==> config.mk <==
export PLATFORM = sky130hd
export DESIGN_NAME = rbe_binconv_accumulator
export DESIGN_NICKNAME = d
export VERILOG_FILES = /design/src/rtl/rbe_binconv_accumulator.sv
export SDC_FILE = /design/constraint.sdc
export NUM_CORES = 1
export LEC_CHECK = 0
export CELL_PAD_IN_SITES_DETAIL_PLACEMENT = 1
export CELL_PAD_IN_SITES_GLOBAL_PLACEMENT = 1
export CORE_MARGIN = 2
export CORE_UTILIZATION = 46
export DETAILED_ROUTE_END_ITERATION = 8
export PLACE_DENSITY_LB_ADDON = 0.1
export SETUP_SLACK_MARGIN = 0.02
export SYNTH_ARGS = -nofsm -noshare
export SYNTH_HDL_FRONTEND = slang
export SYNTH_SLANG_ARGS = --single-unit
==> constraint.sdc <==
create_clock -name clk_i -period 10.33 [get_ports clk_i]
set_input_delay 2.066 -clock clk_i [delete_from_list [all_inputs] [get_ports clk_i]]
set_output_delay 2.066 -clock clk_i [all_outputs]
set_load 0.03 [all_outputs]
==> src/rtl/rbe_binconv_accumulator.sv <==
// Binary-convolution popcount accumulator: weights each popcount beat by 2^(i+j) and sums a job into one result.
// Optional build macro RBE_BINCONV_ACC_SATURATE_EN makes every addition saturate instead of wrapping.
module rbe_binconv_accumulator #(
  parameter int unsigned TP    = 32,
  parameter int unsigned ACC_W = 32,
  parameter int unsigned CNT_W = 16,
  localparam int unsigned PW   = $clog2(TP) + 1
) (
  input  logic             clk_i,
  input  logic             rst_ni,
  input  logic             enable_i,
  input  logic             clear_i,
  input  logic             start_i,
  input  logic [3:0]       qa_i,
  input  logic [3:0]       qw_i,
  input  logic [CNT_W-1:0] n_i,
  input  logic             pop_valid_i,
  output logic             pop_ready_o,
  input  logic [PW-1:0]    pop_data_i,
  output logic             out_valid_o,
  input  logic             out_ready_i,
  output logic [ACC_W-1:0] out_data_o,
  output logic             busy_o,
  output logic             done_o
);

  // Wide enough to hold the accumulator plus the largest shifted beat and a carry.
  localparam int unsigned SUM_W = ((ACC_W > PW + 14) ? ACC_W : PW + 14) + 1;

  typedef enum logic [1:0] {
    S_IDLE   = 2'd0,
    S_ACCUM  = 2'd1,
    S_OUTPUT = 2'd2
  } state_e;

  state_e           state_q;
  logic [ACC_W-1:0] acc_q;
  logic [2:0]       i_q, j_q;
  logic [CNT_W-1:0] k_q;
  logic [2:0]       qa_last_q, qw_last_q;
  logic [CNT_W-1:0] n_last_q;
  logic             done_q;
  logic [3:0]       shift;

  function automatic logic [ACC_W-1:0] acc_add(input logic [ACC_W-1:0] a,
                                               input logic [PW-1:0]    p,
                                               input logic [3:0]       sh);
`ifdef RBE_BINCONV_ACC_SATURATE_EN
    logic [SUM_W-1:0] sum;
    sum = SUM_W'(a) + (SUM_W'(p) << sh);
    if (|sum[SUM_W-1:ACC_W]) return '1;
    return sum[ACC_W-1:0];
`else
    return a + ACC_W'(SUM_W'(p) << sh);
`endif
  endfunction

  assign shift = {1'b0, i_q} + {1'b0, j_q};

  always_ff @(posedge clk_i or negedge rst_ni) begin
    if (!rst_ni) begin
      state_q   <= S_IDLE;
      acc_q     <= '0;
      i_q       <= '0;
      j_q       <= '0;
      k_q       <= '0;
      qa_last_q <= '0;
      qw_last_q <= '0;
      n_last_q  <= '0;
      done_q    <= 1'b0;
    end else if (clear_i) begin
      state_q   <= S_IDLE;
      acc_q     <= '0;
      i_q       <= '0;
      j_q       <= '0;
      k_q       <= '0;
      qa_last_q <= '0;
      qw_last_q <= '0;
      n_last_q  <= '0;
      done_q    <= 1'b0;
    end else if (enable_i) begin
      done_q <= 1'b0;
      case (state_q)
        S_IDLE: begin
          if (start_i) begin
            // Terminal counts are stored as value-1, with 0 coerced to 1.
            qa_last_q <= (qa_i == 4'd0) ? 3'd0 : 3'(qa_i - 4'd1);
            qw_last_q <= (qw_i == 4'd0) ? 3'd0 : 3'(qw_i - 4'd1);
            n_last_q  <= (n_i == '0) ? '0 : n_i - CNT_W'(1);
            acc_q     <= '0;
            i_q       <= '0;
            j_q       <= '0;
            k_q       <= '0;
            state_q   <= S_ACCUM;
          end
        end
        S_ACCUM: begin
          if (pop_valid_i) begin
            acc_q <= acc_add(acc_q, pop_data_i, shift);
            if (j_q == qw_last_q) begin
              j_q <= '0;
              if (i_q == qa_last_q) begin
                i_q <= '0;
                if (k_q == n_last_q) begin
                  k_q     <= '0;
                  state_q <= S_OUTPUT;
                end else begin
                  k_q <= k_q + CNT_W'(1);
                end
              end else begin
                i_q <= i_q + 3'd1;
              end
            end else begin
              j_q <= j_q + 3'd1;
            end
          end
        end
        S_OUTPUT: begin
          if (out_ready_i) begin
            done_q  <= 1'b1;
            state_q <= S_IDLE;
          end
        end
        default: state_q <= S_IDLE;
      endcase
    end else begin
      done_q <= 1'b0;
    end
  end

  assign pop_ready_o = (state_q == S_ACCUM) & enable_i;
  assign out_valid_o = (state_q == S_OUTPUT);
  assign out_data_o  = out_valid_o ? acc_q : '0;
  assign busy_o      = (state_q != S_IDLE);
  assign done_o      = done_q;

endmodule
==> run summary <==
For this run, the slowest stage of the critical path takes between 0.6 and 0.7 ns. The layer with the highest usage is met2. The synthesized design spends more area on one cell type than any other, namely dfrtp_1. The power density normalized to cell area came out at between 100 and 150 nW/um^2. The clock input transition at the sequential cells of the worst setup and hold paths came out at 0.06 ns.

After synthesis the cells add up to roughly 5900 sq um. The startpoint identified for the worst hold timing path is n_last_q[12]. After clock tree synthesis, the setup repair step added 0 buffers.

The final count of hold timing violations is 0. After layout, the worst path uses 54.4% of the clock period. The remaining routing DRC violations is 0.

The total cell area at the placement stage came out at 6750 sq um. The final count of pins violating max slew came to 0. Leaving out fill and tap cells, the most frequent cell in the layout is nand2_1. In this run the horizontal extent of the chip is roughly 120 microns. The number of global-route vias before repair is roughly 5,600. The later pin in the worst-skew pair is clocked with a latency of about 0.35 ns.

The number of buffers created by CTS is 9. The global routing usage on met1 came out at 34.7%. For this run, the register share of the synthesized area comes to between 30% and 40%. The critical path required time came out at 8.26 ns. Walking the worst path, the cells encountered are clkdlybuf4s50_1 -> and2_1 -> clkdlybuf4s50_1.

Using the TritonRoute via totals, the vias-per-cell ratio works out to around 5.8. The share of the core filled with cells in the final layout came out at between 50% and 60%. The final setup violation count came out at 0. The worst setup path is captured at an output port. The routed wire length is roughly 17,000 microns. Of the cells placed in the final design, the portion with a size suffix greater than 1 is between 5 and 6%. The post-route clock skew came out at about 0.0063 ns. The total buffers and inverters traversed by the critical path came out at 2. The reported max-cap violation count came out at 0. Relative to the synthesized area, the layout overhead comes to 20.4%. The cell count after synthesis came out at approximately 710. The kind of cell adding the most delay to the critical path is buffers and inverters. Sorting the synthesized cells by area gives the leading types as dfrtp_1 34%, ha_1 6.6%, xnor2_1 5.5%. The initial core utilization is 46.9%.

The setup check on the worst reg-to-reg path leaves a slack of between 5 and 6 ns. The maximum number of pins on one net before global-route repair came out at between 50 and 60. The actual transition at the worst max-transition pin came out at around 1.2 ns. The met3 demand-to-capacity share in global routing is under 10%. The flow ran to the end, and the final reports show no timing, DRC or antenna violations. The synthesized area divided by synthesized cell count is approximately 8.3 sq um. The number of instances on the worst hold path came out at 2.

The number of fill cells is around 1,600. The number of flip-flops and latches in the synthesized netlist is slightly below 80. The met2 capacity usage during global routing came out at 45.0%.

The total global-route track usage came out at a little over a quarter. After detailed placement, the design holds a cell count of roughly 930. The H-tree generated during clock tree synthesis spans 3 levels. The total area of sequential cells is about 2000 sq um. The detailed-route via count is around 5,500. 0 antenna diodes ended up in the layout. For this run, the number of Yosys warnings is 0. The startpoint-to-endpoint class of the critical path is in -> out. The multi-input gate area in the final layout came out at between 3000 and 4000 sq um.

CTS saw 79 sinks. In the layout the commonest cells are 81 x nand2_1, 79 x dfrtp_1, 71 x clkdlybuf4s50_1. Setup repair after global routing left no endpoint under its margin.

Leaving out filler cells and counting taps, the final layout contains ~940. The synthesized netlist net count came out at a little under 800. The number of distinct library cell variants in the gate-level netlist after synthesis came out at between 60 and 70. The overflow left after global routing came out at 0. The post-layout net count came out at around 840. The full die area came out at approximately 14,000 sq um. The data arrival at the endpoint of the critical path is roughly 3.6 ns. The worst-case IR drop observed on VDD is around 0.00007 V.

The tightest min-delay check is of the reg -> reg type. The end of the worst register-to-register path is acc_q[29]. The detailed placer's ending HPWL came out at around 13,000 microns.

The routed length per placed instance came out at 18.1 microns. The count of hold-fix buffers inserted at cts is 0. The final total negative setup slack is 0 ns.

The minimum clock period came out at between 5 and 6 ns. The number of cells on the worst reg-to-reg path is 13. The cell that appears most often on the critical path is clkdlybuf4s50_1. The floorplan core area came out at between 10,000 and 15,000 sq um.

The initial antenna violation count is 0. The cell type of the slowest stage on the worst timing path is clkdlybuf4s50_1. The post-layout instance area is a little over 7000 sq um.

The count of port buffers added during placement is 72. The first-pass GRT wire length is about 28,000 microns. The final weighted congestion in routability-driven placement came out at around 0.88.

The number of flops mapped to enable cells by yosys came out at 0. The worst hold path terminates at n_last_q[12]. The sort of element at the start of the critical path is an input pin. The startpoint of the worst register-to-register path is j_q[0]. The leakage component of the power came out at approximately 3.0 nW. Along the worst path, the maximum fanout reaches 8.

The fraction of synthesis flops using an asynchronous set or reset pin came out at 100%. The number of placement rows is just over 40. The maximum buffer depth of the clock tree is 2. The pre-antenna-repair detailed-routing pass consisted of 4 iterations. The clock root buffer master is clkbuf_16. Static timing analysis puts the maximum clock frequency at between 150 and 200 MHz. For this run, the leading register cell type out of synthesis is dfrtp_1. In this run the remaining antenna-violating nets after routing total 0. The max-slew headroom at the worst pin came out at between 20% and 30%.

The number of cells upsized or downsized after cts is 0. The power consumption is approximately 0.00077 W. The number of violations reported at the end of detailed-routing iteration 0 is 310. The CTS tree is done. The height of the die is roughly 120 microns. The proportion of netlist area held by the largest area contributor came out at 33.7%.

The top-level port count came out at 73.
layer usage:
metal | vias up | share of wire, %
met3 | 25 | 3.2
met4 | 0 | 1.9
met2 | 117 | 49
met1 | 2693 | 46
li1 | 2617 | -
met5 | - | 0
final cells by class:
type | count | share of cell area (%)
Tap cell | 172 | 3.05
Multi-Input combinational cell | 574 | 52.5
Sequential cell | 79 | 28.0
Inverter | 25 | 1.33
Clock inverter | 6 | 1.20
Timing Repair Buffer | 77 | 10.7
Clock buffer | 10 | 3.24
registers in the layout (all words and copies together), names as in the netlist:
register	flops
n_last_q	16
k_q	16
state_q	2
acc_q	32
qw_last_q	3
i_q	3
qa_last_q	3
j_q	3
done_o	1
synthesized netlist by cell type, types with 5 or more instances:
library cell,number
nand4_1,17
mux2_2,5
inv_1,25
nor2_1,61
mux2i_1,9
nor3_1,26
nand3_1,21
and3_1,14
or3_1,6
xor2_1,35
xnor2_1,37
o21a_1,5
nand2b_1,5
o21ai_0,62
nand2_1,81
a21oi_1,38
nor4_1,6
clkbuf_1,24
o31ai_1,9
and2_1,28
nor2b_1,6
dfrtp_1,79
o21bai_1,5
ha_1,31
a21o_1,10
a31oi_1,5
worst max path at each step:
| stage | depth (start not counted) | slack, ns | to | start |
|---|---|---|---|---|
| after global placement | 3 | 4.76 | pop_ready_o | enable_i |
| after floorplan | 13 | 5.67 | acc_q[25] | pop_data_i[2] |
| after CTS | 3 | 4.71 | pop_ready_o | enable_i |
| final | 3 | 4.71 | pop_ready_o | enable_i |
| after detailed placement | 14 | 4.62 | acc_q[30] | pop_data_i[0] |
| after global routing | 14 | 4.62 | acc_q[21] | pop_data_i[1] |
kinds of logic after synthesis:
group           after synthesis  synth area share [%]
simple gates                289                  24.6
compound gates              166                  17.8
xor+xnor                     72                  10.7
flops                        79                  33.7
buf+inv                      53                  3.43
fa+ha+maj                    33                  7.29
mux                          14                  2.49
worst min-delay path, delay by kind of cell (launching register included):
family	cells	cell delay [ns]
and+or+nand+nor	1	0.05
DFF	1	0.36
AOI/OAI and AO/OA	1	0.06
power by group:
| part | switching (W) | total, W | internal [W] |
|---|---|---|---|
| clock network | 0.000135 | 0.000346 | 0.000211 |
| registers | 0.00000779 | 0.000324 | 0.000316 |
| logic | 0.0000602 | 0.000100 | 0.0000402 |
| total | 0.000203 | 0.000771 | 0.000567 |
stage by stage:
| stage | setup WS [ns] | hold slack [ns] |
|---|---|---|
| 6_report | 4.71 | 0.506 |
| 3_3_place_gp | 4.76 | 0.492 |
| 3_5_place_dp | 4.62 | 0.499 |
| 5_1_grt | 4.62 | 0.541 |
| 2_1_floorplan | 5.67 | 0.464 |
| 4_1_cts | 4.71 | 0.512 |
No activity file was read; power rests on OpenSTA's default activity.
